===== src/rtl/pool_pkg.sv =====
// Shared constants and helpers for the 2x2/stride-2 pooling stage.
// Define POOL_AVG_EN to widen line-buffer entries to {pair sum, pair max} for average pooling.
package pool_pkg;

    localparam logic POOL_MODE_MAX = 1'b0;
    localparam logic POOL_MODE_AVG = 1'b1;

    localparam int LANE_MAX_W = 64;

    // Bits per lane in a line-buffer entry: the pair max, plus the DATA_W+1 pair sum when averaging.
    function automatic int pair_entry_w(input int data_w);
`ifdef POOL_AVG_EN
        return 2 * data_w + 1;
`else
        return data_w;
`endif
    endfunction

    function automatic logic signed [LANE_MAX_W-1:0] lane_max(
        input logic signed [LANE_MAX_W-1:0] a,
        input logic signed [LANE_MAX_W-1:0] b
    );
        return (a > b) ? a : b;
    endfunction

endpackage


===== src/rtl/pool_line_buf.sv =====
// Single-port line buffer holding one horizontal pair entry per output column.
// The read is combinational so an odd-row pixel can combine with its stored pair in the same cycle.
module pool_line_buf #(
    parameter int WIDTH = 16,
    parameter int DEPTH = 16,
    parameter int AW    = 4
) (
    input  logic             clk,
    input  logic             we,
    input  logic [AW-1:0]    addr,
    input  logic [WIDTH-1:0] wdata,
    output logic [WIDTH-1:0] rdata
);

    logic [WIDTH-1:0] mem_q [DEPTH];

    always_ff @(posedge clk) begin
        if (we) begin
            mem_q[addr] <= wdata;
        end
    end

    assign rdata = mem_q[addr];

endmodule


===== src/rtl/pool2x2_stream.sv =====
// 2x2/stride-2 streaming pooling stage: max always, average selectable per frame when POOL_AVG_EN is defined.
// Even rows store horizontal pair results in the line buffer; odd rows combine and emit one result per window.
module pool2x2_stream
    import pool_pkg::*;
#(
    parameter int DATA_W   = 16,
    parameter int CH       = 1,
    parameter int MAX_COLS = 32
) (
    input  logic                 clk,
    input  logic                 rst_n,
    input  logic                 ena,
    input  logic                 frame_start_in,
    input  logic                 line_start_in,
    input  logic                 frame_end_in,
    input  logic [CH*DATA_W-1:0] sig_layer,
    input  logic                 mode,
    output logic [CH*DATA_W-1:0] max_layer,
    output logic                 valid,
    output logic                 frame_start_out,
    output logic                 line_start_out,
    output logic                 frame_end_out,
    output logic                 err_overflow
);

    localparam int COL_W = $clog2(MAX_COLS) + 1;
    localparam int DEPTH = MAX_COLS / 2;
    localparam int AW    = (DEPTH > 1) ? $clog2(DEPTH) : 1;
    localparam int EW    = pair_entry_w(DATA_W);
    localparam int BW    = CH * EW;

    logic                 active_q, active_d;
    logic [COL_W-1:0]     col_q, col_d;
    logic                 parity_q, parity_d;
    logic                 first_q, first_d;
    logic                 rowfirst_q, rowfirst_d;
    logic [CH*DATA_W-1:0] h_q, h_d;
    logic [CH*DATA_W-1:0] res_q, res_d;
    logic                 valid_q, valid_d;
    logic                 fso_q, fso_d;
    logic                 lso_q, lso_d;
    logic                 feo_q, feo_d;
    logic                 err_q, err_d;

    logic                 accept;
    logic                 over;
    logic                 parity_eff;
    logic [COL_W-1:0]     col_eff;
    logic                 buf_we;
    logic [AW-1:0]        buf_addr;
    logic [BW-1:0]        wr_entry;
    logic [BW-1:0]        rd_entry;
    logic [CH*DATA_W-1:0] win_res;

`ifdef POOL_AVG_EN
    logic mode_q, mode_d;
`else
    logic unused_mode;
    assign unused_mode = mode;
`endif

    // Position of the current pixel once its line/frame markers are applied.
    assign accept     = ena & (active_q | frame_start_in);
    assign col_eff    = (frame_start_in | line_start_in) ? '0 : col_q;
    assign parity_eff = frame_start_in ? 1'b0 : (line_start_in ? ~parity_q : parity_q);
    assign over       = (col_eff >= COL_W'(MAX_COLS));
    assign buf_addr   = AW'(col_eff >> 1);

    for (genvar l = 0; l < CH; l++) begin : g_lane
        logic signed [DATA_W-1:0] px, hv, pmax, bmax, wmax;

        assign px   = sig_layer[l*DATA_W +: DATA_W];
        assign hv   = h_q[l*DATA_W +: DATA_W];
        assign pmax = DATA_W'(lane_max(LANE_MAX_W'(px), LANE_MAX_W'(hv)));
        assign bmax = rd_entry[l*EW +: DATA_W];
        assign wmax = DATA_W'(lane_max(LANE_MAX_W'(pmax), LANE_MAX_W'(bmax)));

`ifdef POOL_AVG_EN
        logic signed [DATA_W:0]   psum, bsum;
        logic signed [DATA_W+1:0] wsum;

        assign psum = (DATA_W+1)'(px) + (DATA_W+1)'(hv);
        assign bsum = rd_entry[l*EW+DATA_W +: DATA_W+1];
        assign wsum = (DATA_W+2)'(psum) + (DATA_W+2)'(bsum);
        assign wr_entry[l*EW +: EW] = {psum, pmax};
        assign win_res[l*DATA_W +: DATA_W] =
            (mode_q == POOL_MODE_AVG) ? DATA_W'(wsum >>> 2) : wmax;
`else
        assign wr_entry[l*EW +: EW]        = pmax;
        assign win_res[l*DATA_W +: DATA_W] = wmax;
`endif
    end

    pool_line_buf #(
        .WIDTH(BW),
        .DEPTH(DEPTH),
        .AW   (AW)
    ) u_line_buf (
        .clk  (clk),
        .we   (buf_we),
        .addr (buf_addr),
        .wdata(wr_entry),
        .rdata(rd_entry)
    );

    always_comb begin
        active_d   = active_q;
        col_d      = col_q;
        parity_d   = parity_q;
        first_d    = first_q;
        rowfirst_d = rowfirst_q;
        h_d        = h_q;
        res_d      = res_q;
        err_d      = err_q;
        valid_d    = 1'b0;
        fso_d      = 1'b0;
        lso_d      = 1'b0;
        feo_d      = 1'b0;
        buf_we     = 1'b0;
`ifdef POOL_AVG_EN
        mode_d     = mode_q;
`endif
        if (accept) begin
            if (frame_start_in) begin
                active_d = 1'b1;
                first_d  = 1'b1;
                err_d    = 1'b0;
`ifdef POOL_AVG_EN
                mode_d   = mode;
`endif
            end
            if (frame_start_in || line_start_in) begin
                rowfirst_d = 1'b1;
            end
            parity_d = parity_eff;
            // Pixels beyond the line buffer are dropped; col stays put so it cannot wrap.
            if (over) begin
                err_d = 1'b1;
                col_d = col_eff;
            end else begin
                col_d = col_eff + COL_W'(1);
                if (!col_eff[0]) begin
                    h_d = sig_layer;
                end else if (!parity_eff) begin
                    buf_we = 1'b1;
                end else begin
                    res_d      = win_res;
                    valid_d    = 1'b1;
                    fso_d      = first_d;
                    lso_d      = rowfirst_d;
                    first_d    = 1'b0;
                    rowfirst_d = 1'b0;
                end
            end
            if (frame_end_in) begin
                active_d = 1'b0;
                feo_d    = 1'b1;
            end
        end
    end

    always_ff @(posedge clk) begin
        if (!rst_n) begin
            active_q   <= 1'b0;
            col_q      <= '0;
            parity_q   <= 1'b0;
            first_q    <= 1'b0;
            rowfirst_q <= 1'b0;
            h_q        <= '0;
            res_q      <= '0;
            valid_q    <= 1'b0;
            fso_q      <= 1'b0;
            lso_q      <= 1'b0;
            feo_q      <= 1'b0;
            err_q      <= 1'b0;
`ifdef POOL_AVG_EN
            mode_q     <= POOL_MODE_MAX;
`endif
        end else begin
            active_q   <= active_d;
            col_q      <= col_d;
            parity_q   <= parity_d;
            first_q    <= first_d;
            rowfirst_q <= rowfirst_d;
            h_q        <= h_d;
            res_q      <= res_d;
            valid_q    <= valid_d;
            fso_q      <= fso_d;
            lso_q      <= lso_d;
            feo_q      <= feo_d;
            err_q      <= err_d;
`ifdef POOL_AVG_EN
            mode_q     <= mode_d;
`endif
        end
    end

    assign max_layer       = res_q;
    assign valid           = valid_q;
    assign frame_start_out = fso_q;
    assign line_start_out  = lso_q;
    assign frame_end_out   = feo_q;
    assign err_overflow    = err_q;

endmodule


===== config.mk =====
export PLATFORM = sky130hd
export DESIGN_NAME = pool2x2_stream
export DESIGN_NICKNAME = d
export VERILOG_FILES = /design/src/rtl/pool_pkg.sv /design/src/rtl/pool_line_buf.sv /design/src/rtl/pool2x2_stream.sv
export SDC_FILE = /design/constraint.sdc
export NUM_CORES = 1
export LEC_CHECK = 0
export BUFFER_PORTS_ARGS = -buffer_cell sky130_fd_sc_hd__buf_2
export CORE_ASPECT_RATIO = 0.75
export CORE_MARGIN = 2
export CORE_UTILIZATION = 60
export CTS_CLUSTER_DIAMETER = 100
export CTS_CLUSTER_SIZE = 40
export DETAILED_ROUTE_END_ITERATION = 7
export PLACE_DENSITY_LB_ADDON = 0.25
export SLEW_MARGIN = 15
export SYNTH_ARGS = -nofsm -noshare
export SYNTH_HDL_FRONTEND = slang
export SYNTH_SLANG_ARGS = --single-unit

===== constraint.sdc =====
create_clock -name clk -period 6.8 [get_ports clk]
set_input_delay 0.68 -clock clk [delete_from_list [all_inputs] [get_ports clk]]
set_output_delay 0.68 -clock clk [all_outputs]
set_load 0.01 [all_outputs]

# [After elaboration in Yosys (flattened, before gate mapping)]
# Memory sizes are Yosys's and may differ from the RTL's.
# Cells that the tools add are included.
[classes] reduce_logical=10 n_bitwise=9 n_addsub=1 n_mux=26 order_cmp=3
[op_table] operator="greater-than comparator 16 bit" n=2
[op_table] operator="two-way mux 16 bit" n=2
[op_table] operator="two-way mux 1 bit" n=22
[op_table] operator="two-way mux 6 bit" n=2
[op_table] operator="adder 6 x 1 -> 6 bit, second input constant" n=1
[op_table] operator="greater-or-equal comparator 6 bit, second input constant" n=1
[op_table] operator="inverter 1 bit" n=6
[op_table] operator="AND reduction 2 bit" n=3
[op_table] operator="OR reduction 5 bit" n=1
[op_table] operator="AND reduction 4 bit" n=1
[op_table] operator="nonzero test 2 bit" n=2
[op_table] operator="OR reduction 4 bit" n=1
[op_table] operator="AND reduction 3 bit" n=1
[op_table] operator="bitwise OR 1 bit" n=2
[op_table] operator="AND 1 bit" n=1
[op_table] operator="logical OR 1 bit" n=1
[word_totals] reg_bits=47 mem_count=1 mem_bits_rw=256 output_inout_bits=21
[mem_list] memory="u_line_buf.mem_q" depth=16 word_bits=16 rd=1 rd_clocked_by_memory_dff=0 wr=1 line="pool_line_buf.sv:15" rtl="logic [WIDTH-1:0] mem_q [DEPTH];"

# [Logic depth before layout (Yosys ltp)]
[depth] word_depth=9 ltp_mapped=19 ltp_nobuf=16

# [Cells and area by module]
# Synthesis repeated with hierarchy kept, for this count alone.
[unflattened] hier_cells=774 area_unflattened_um2=12722.2
[by_module_without_submodules] module="pool_line_buf" cells_per_inst=418 instances=1 area_per_inst_um2=9770.6 seq_area_each_um2=7687.4
[by_module_without_submodules] module="pool2x2_stream" cells_per_inst=356 instances=1 area_per_inst_um2=2951.6 seq_area_each_um2=940.9

# [Least setup slack after synthesis]
# OpenSTA, ideal clock, no wires.
[synth_timing] path_type="input-to-reg" from="input port sig_layer[15]" to="register res_q[10], in the netlist max_layer[10]" path_slack_ns=1.765 t_required_ns=6.678 cell_stages=18 arrival_ns=4.913 n_path_buf=3 cell_sequence="ha_1 nand4_1 or3_1 or4_4 nand2_1 mux2_4 buf_8 buf_4 mux2_2 ha_1 and4_1 nand3_1 or2_0 and4_1 o21ai_4 and2b_2 buf_4 a221o_1"
[synth_via] elab_chain_len=4
[synth_rtl] element="start, declared" line="pool2x2_stream.sv:16" rtl="input logic [CH*DATA_W-1:0] sig_layer,"
[synth_rtl] element="greater-than comparator 16 bit" line="pool_pkg.sv:23" rtl="return (a > b) ? a : b;"
[synth_rtl] element="two-way mux 16 bit *" line="pool_pkg.sv:23"
[synth_rtl] element="net g_lane[0].pmax[15]" line="pool2x2_stream.sv:70" rtl="logic signed [DATA_W-1:0] px, hv, pmax, bmax, wmax;"
[synth_rtl] element="greater-than comparator 16 bit *" line="pool_pkg.sv:23"
[synth_rtl] element="two-way mux 16 bit *" line="pool_pkg.sv:23"
[synth_rtl] element="end signal, assigned" line="pool2x2_stream.sv:186" rtl="res_q <= res_d;"
[synth_rtl] element="end, declared" line="pool2x2_stream.sv:38" rtl="logic [CH*DATA_W-1:0] res_q, res_d;"
# The timed path passes the listed nets; every way through them passes the cells marked *.
# A chain may end at the register's enable or synchronous reset.

# [Worst setup path in the final report]
[layout_timing] from="register h_q[12], in the netlist g_lane[0].hv[12]" to="register res_q[13], in the netlist max_layer[13]"
[layout_via] elab_chain_len=4
[layout_rtl] element="start, declared" line="pool2x2_stream.sv:37" rtl="logic [CH*DATA_W-1:0] h_q, h_d;"
[layout_rtl] element="start signal, assigned" line="pool2x2_stream.sv:169" rtl="h_q <= '0;"
[layout_rtl] element="start signal, assigned" line="pool2x2_stream.sv:185" rtl="h_q <= h_d;"
[layout_rtl] element="greater-than comparator 16 bit" line="pool_pkg.sv:23"
[layout_rtl] element="two-way mux 16 bit" line="pool_pkg.sv:23"
[layout_rtl] element="net g_lane[0].pmax[15]" line="pool2x2_stream.sv:70"
[layout_rtl] element="greater-than comparator 16 bit" line="pool_pkg.sv:23"
[layout_rtl] element="two-way mux 16 bit" line="pool_pkg.sv:23"
# The timed path passes the listed nets, and every way through them passes these cells.

==> impl_metrics.tcl <==
set metrics [dict create \
    drive_gt1_share_pct 13.32 \
    p_sw_uw 685.2 \
    wl_met1_microns 13710 \
    synth_nets 1109 \
    fin_skew_ps 32.75 \
    post_cts_buffers 0 \
    coreArea_sq_um 21930 \
    track_usage_pct 26.77 \
    dieWidth_microns 176.1 \
    htreeDepth 1 \
    required_ps 7210 \
    initial_core_util_pct 60.78 \
    cp-end-kind "flop" \
    tritoncts "yes" \
    yosys_warnings 0 \
    seq_power_share_pct 66.2 \
    syn_to_final_growth_pct 6.223 \
    final_cells 1360 \
    grt_first_pass_wirelength_microns 47440 \
    finalSetupViolations 0 \
    ant_nets 0 \
    p_sw_share_pct 21.99 \
    p_leak_nw 4.684 \
    port_buffers 42 \
    clock-sinks 303 \
    powerDensity_nw_per_um2 220.0 \
    critPathLaunch "g_lane[0].hv[12]" \
    num_vias 8730 \
    hold_viol_final 0 \
    vdd_drop_max_v 0.0002371 \
    grt_setup_unrepaired "false" \
    drt-initial-drc-count 962 \
    async_flop_share_pct 0 \
    outcome "complete, no violations" \
    tightest_slew_ps 1244 \
    cts.path.max_buffers 3 \
    gp_congestion 0.8191 \
    antennaDiodeCount 0 \
    met2_wirelength_microns 13810 \
    slew_viol_final 0 \
    cts.repair.resized 0 \
    die-area_sq_um 23440 \
    core.rowCount 47 \
    netlist.area_leader.share_pct 57.66 \
    p_comb_share_pct 7.0 \
    period_needed_ps 5400 \
    die_h_microns 133.1 \
    antenna_found_initial 0 \
    hp-class "in2reg" \
    grt_pass1_vias 8054 \
    min_from "frame_end_in" \
    worstSetupPathType "reg2reg" \
    drt-pass1-iter-count 5 \
    finalCritPeriodShare_pct 79.40 \
    ios 44 \
    synth.avg_cell_area_sq_um 12.67 \
    fin_tns_setup_ps 0 \
    grt-ovfl-total 0 \
    drt_wl_total_microns 31240 \
    wl_per_cell_microns 22.97 \
    p_total_mw 3.115 \
    viasPerCell 6.419 \
    placed_cells_incl_taps 1343 \
    ys_top_cells_by_area "edfxtp_1 58%, dfxtp_1 7.1%, mux2i_1 3.4%, ha_1 3.2%, a21oi_1 3.0%" \
    clockPowerShare_pct 26.9 \
    critPathArrivalTime_ps 5810 \
    ys_types 61 \
    cts_root_buf "clkbuf_16" \
    fmax_ghz 0.1852 \
    ys_ff_latch 303 \
    synth_cells 1052 \
    utilization_pct 64.56 \
    yosysSeqAreaShare_pct 64.72 \
    internal_power_mw 2.430 \
    worstReg2RegStart "g_lane[0].hv[12]" \
    top_layer "met4" \
    cts_hold_buf 0 \
    hpwl_microns 19180 \
    path_max_fanout 18 \
    clock_latency_ps 500 \
    yosysTopAreaCell "edfxtp_1" \
    syn_area_sq_um 13330 \
    slew_headroom_pct 17.00 \
    cap_violations 0 \
    grt_start_max_net_pins 104 \
    drcViolationCount 0 \
    dr_wl_met3_microns 2974 \
    synth_edf_count 256 \
    nNetsFinal 1119 \
    path_clk_slew_ps 150 \
    cts_buffers 11 \
    ys.flop_type "edfxtp_1" \
    timing.hold.ws_ps 428.1 \
    start_kind "flop" \
]
-- logic make-up (layout without fill, tap and decap cells) --
group | count (synthesis) | in the layout | synth area share, %
flip-flops | 303 | 303 | 64.72
AO/OA/AOI/OAI | 264 | 264 | 12.67
adder cells (fa/ha/maj) | 34 | 34 | 3.191
buffers and inverters | 87 | 101 | 2.750
multiplexers | 81 | 81 | 6.448
AND/OR/NAND/NOR | 283 | 283 | 10.22
-- sequential cells by signal, summed over array words and instances (netlist names), 6 cells and up --
signal,count
g_lane.hv,16
u_line_buf.mem_q,256
max_layer,16
col_q,6
-- per-layer routing --
| layer | vias to the layer above | GRT usage (%) |
|---|---|---|
| met5 | - | 0 |
| met4 | 0 | 5.923 |
| met3 | 47 | 4.309 |
| met2 | 419 | 40.33 |
| met1 | 4286 | 41.50 |
| li1 | 3978 | - |
-- cells in the final DEF, fill, tap and decap left out, types with 9 or more instances in the layout --
cell type and count:
nand2b_1 10, dfxtp_1 45, o221ai_1 20, inv_1 22, a21boi_0 17, nand3_1 16
clkbuf_16 11, buf_4 19, ha_1 34, edfxtp_1 256, nor2b_1 22, o22ai_1 9
buf_2 42, mux2i_1 45, a221o_1 15, a21oi_1 80, nor2_2 14, a31oi_1 16
nor3_1 11, mux2_2 35, o21bai_1 9, and4_1 12, o21ai_0 61, nand2_1 73
nor2_1 87
-- area by class of cell --
| class | instances | area (sq um) |
|---|---|---|
| fill | 1599 | 7774 |
| multi-input combinational | 662 | 4392 |
| tap | 294 | 367.9 |
| timing repair buffer | 62 | 372.9 |
| inverter | 22 | 82.58 |
| clock inverter | 2 | 22.52 |
| sequential | 303 | 8633 |
| clock buffer | 15 | 290.3 |
-- power groups by stage --
stage | clock network, mW | registers, mW | logic (mW)
floorplan | 0 | 2.10 | 0.138
global placement | 0 | 2.10 | 0.206
detailed placement | 0 | 2.10 | 0.211
CTS | 0.838 | 2.06 | 0.212
global route | 0.900 | 2.06 | 0.237
finish | 0.837 | 2.06 | 0.217
-- through the flow --
step	cell area (sq um)	setup WS [ps]
4_1_cts	14150	1555
3_3_place_gp	13840	1304
5_1_grt	14160	1115
2_1_floorplan	13330	1765
6_report	14160	1401
3_5_place_dp	13840	1188
-- Yosys cell counts (10+ instances only) --
cell type	number
inv_1	22
o221ai_1	20
mux2_2	35
nand3_1	16
mux2i_1	45
a31oi_1	16
and4_1	12
a21boi_0	17
edfxtp_1	256
o21ai_0	61
nor2_1	103
clkbuf_1	40
nand2_1	73
a21oi_1	80
ha_1	34
a221o_1	15
nor2b_1	22
nor3_1	11
dfxtp_1	47
buf_2	11
nand2b_1	10
buf_1	10
-- worst max-delay path, cell delays in order, from the launching register on --
cell and delay (ps):
dfxtp_1 420, inv_1 80, ha_1 360, nand4_1 150, or3_1 410, or4_4 510, o21ai_2 70, mux2_4 360
mux2_2 510, ha_1 420, and4_1 290, nand2_1 60, o21ai_0 380, and4_1 350, or3_1 480, o21ai_0 170
a221o_1 290
-- final timing paths --
kind                                        to  slack (ps)  depth (start not counted)
worst max-delay path             max_layer[13]        1400                         16
worst max register to register   max_layer[13]        1400                         16
worst min register to register  line_start_out         500                          2
worst min-delay path             frame_end_out         430                          2
Note: power is estimated with default switching activity, not from simulation.
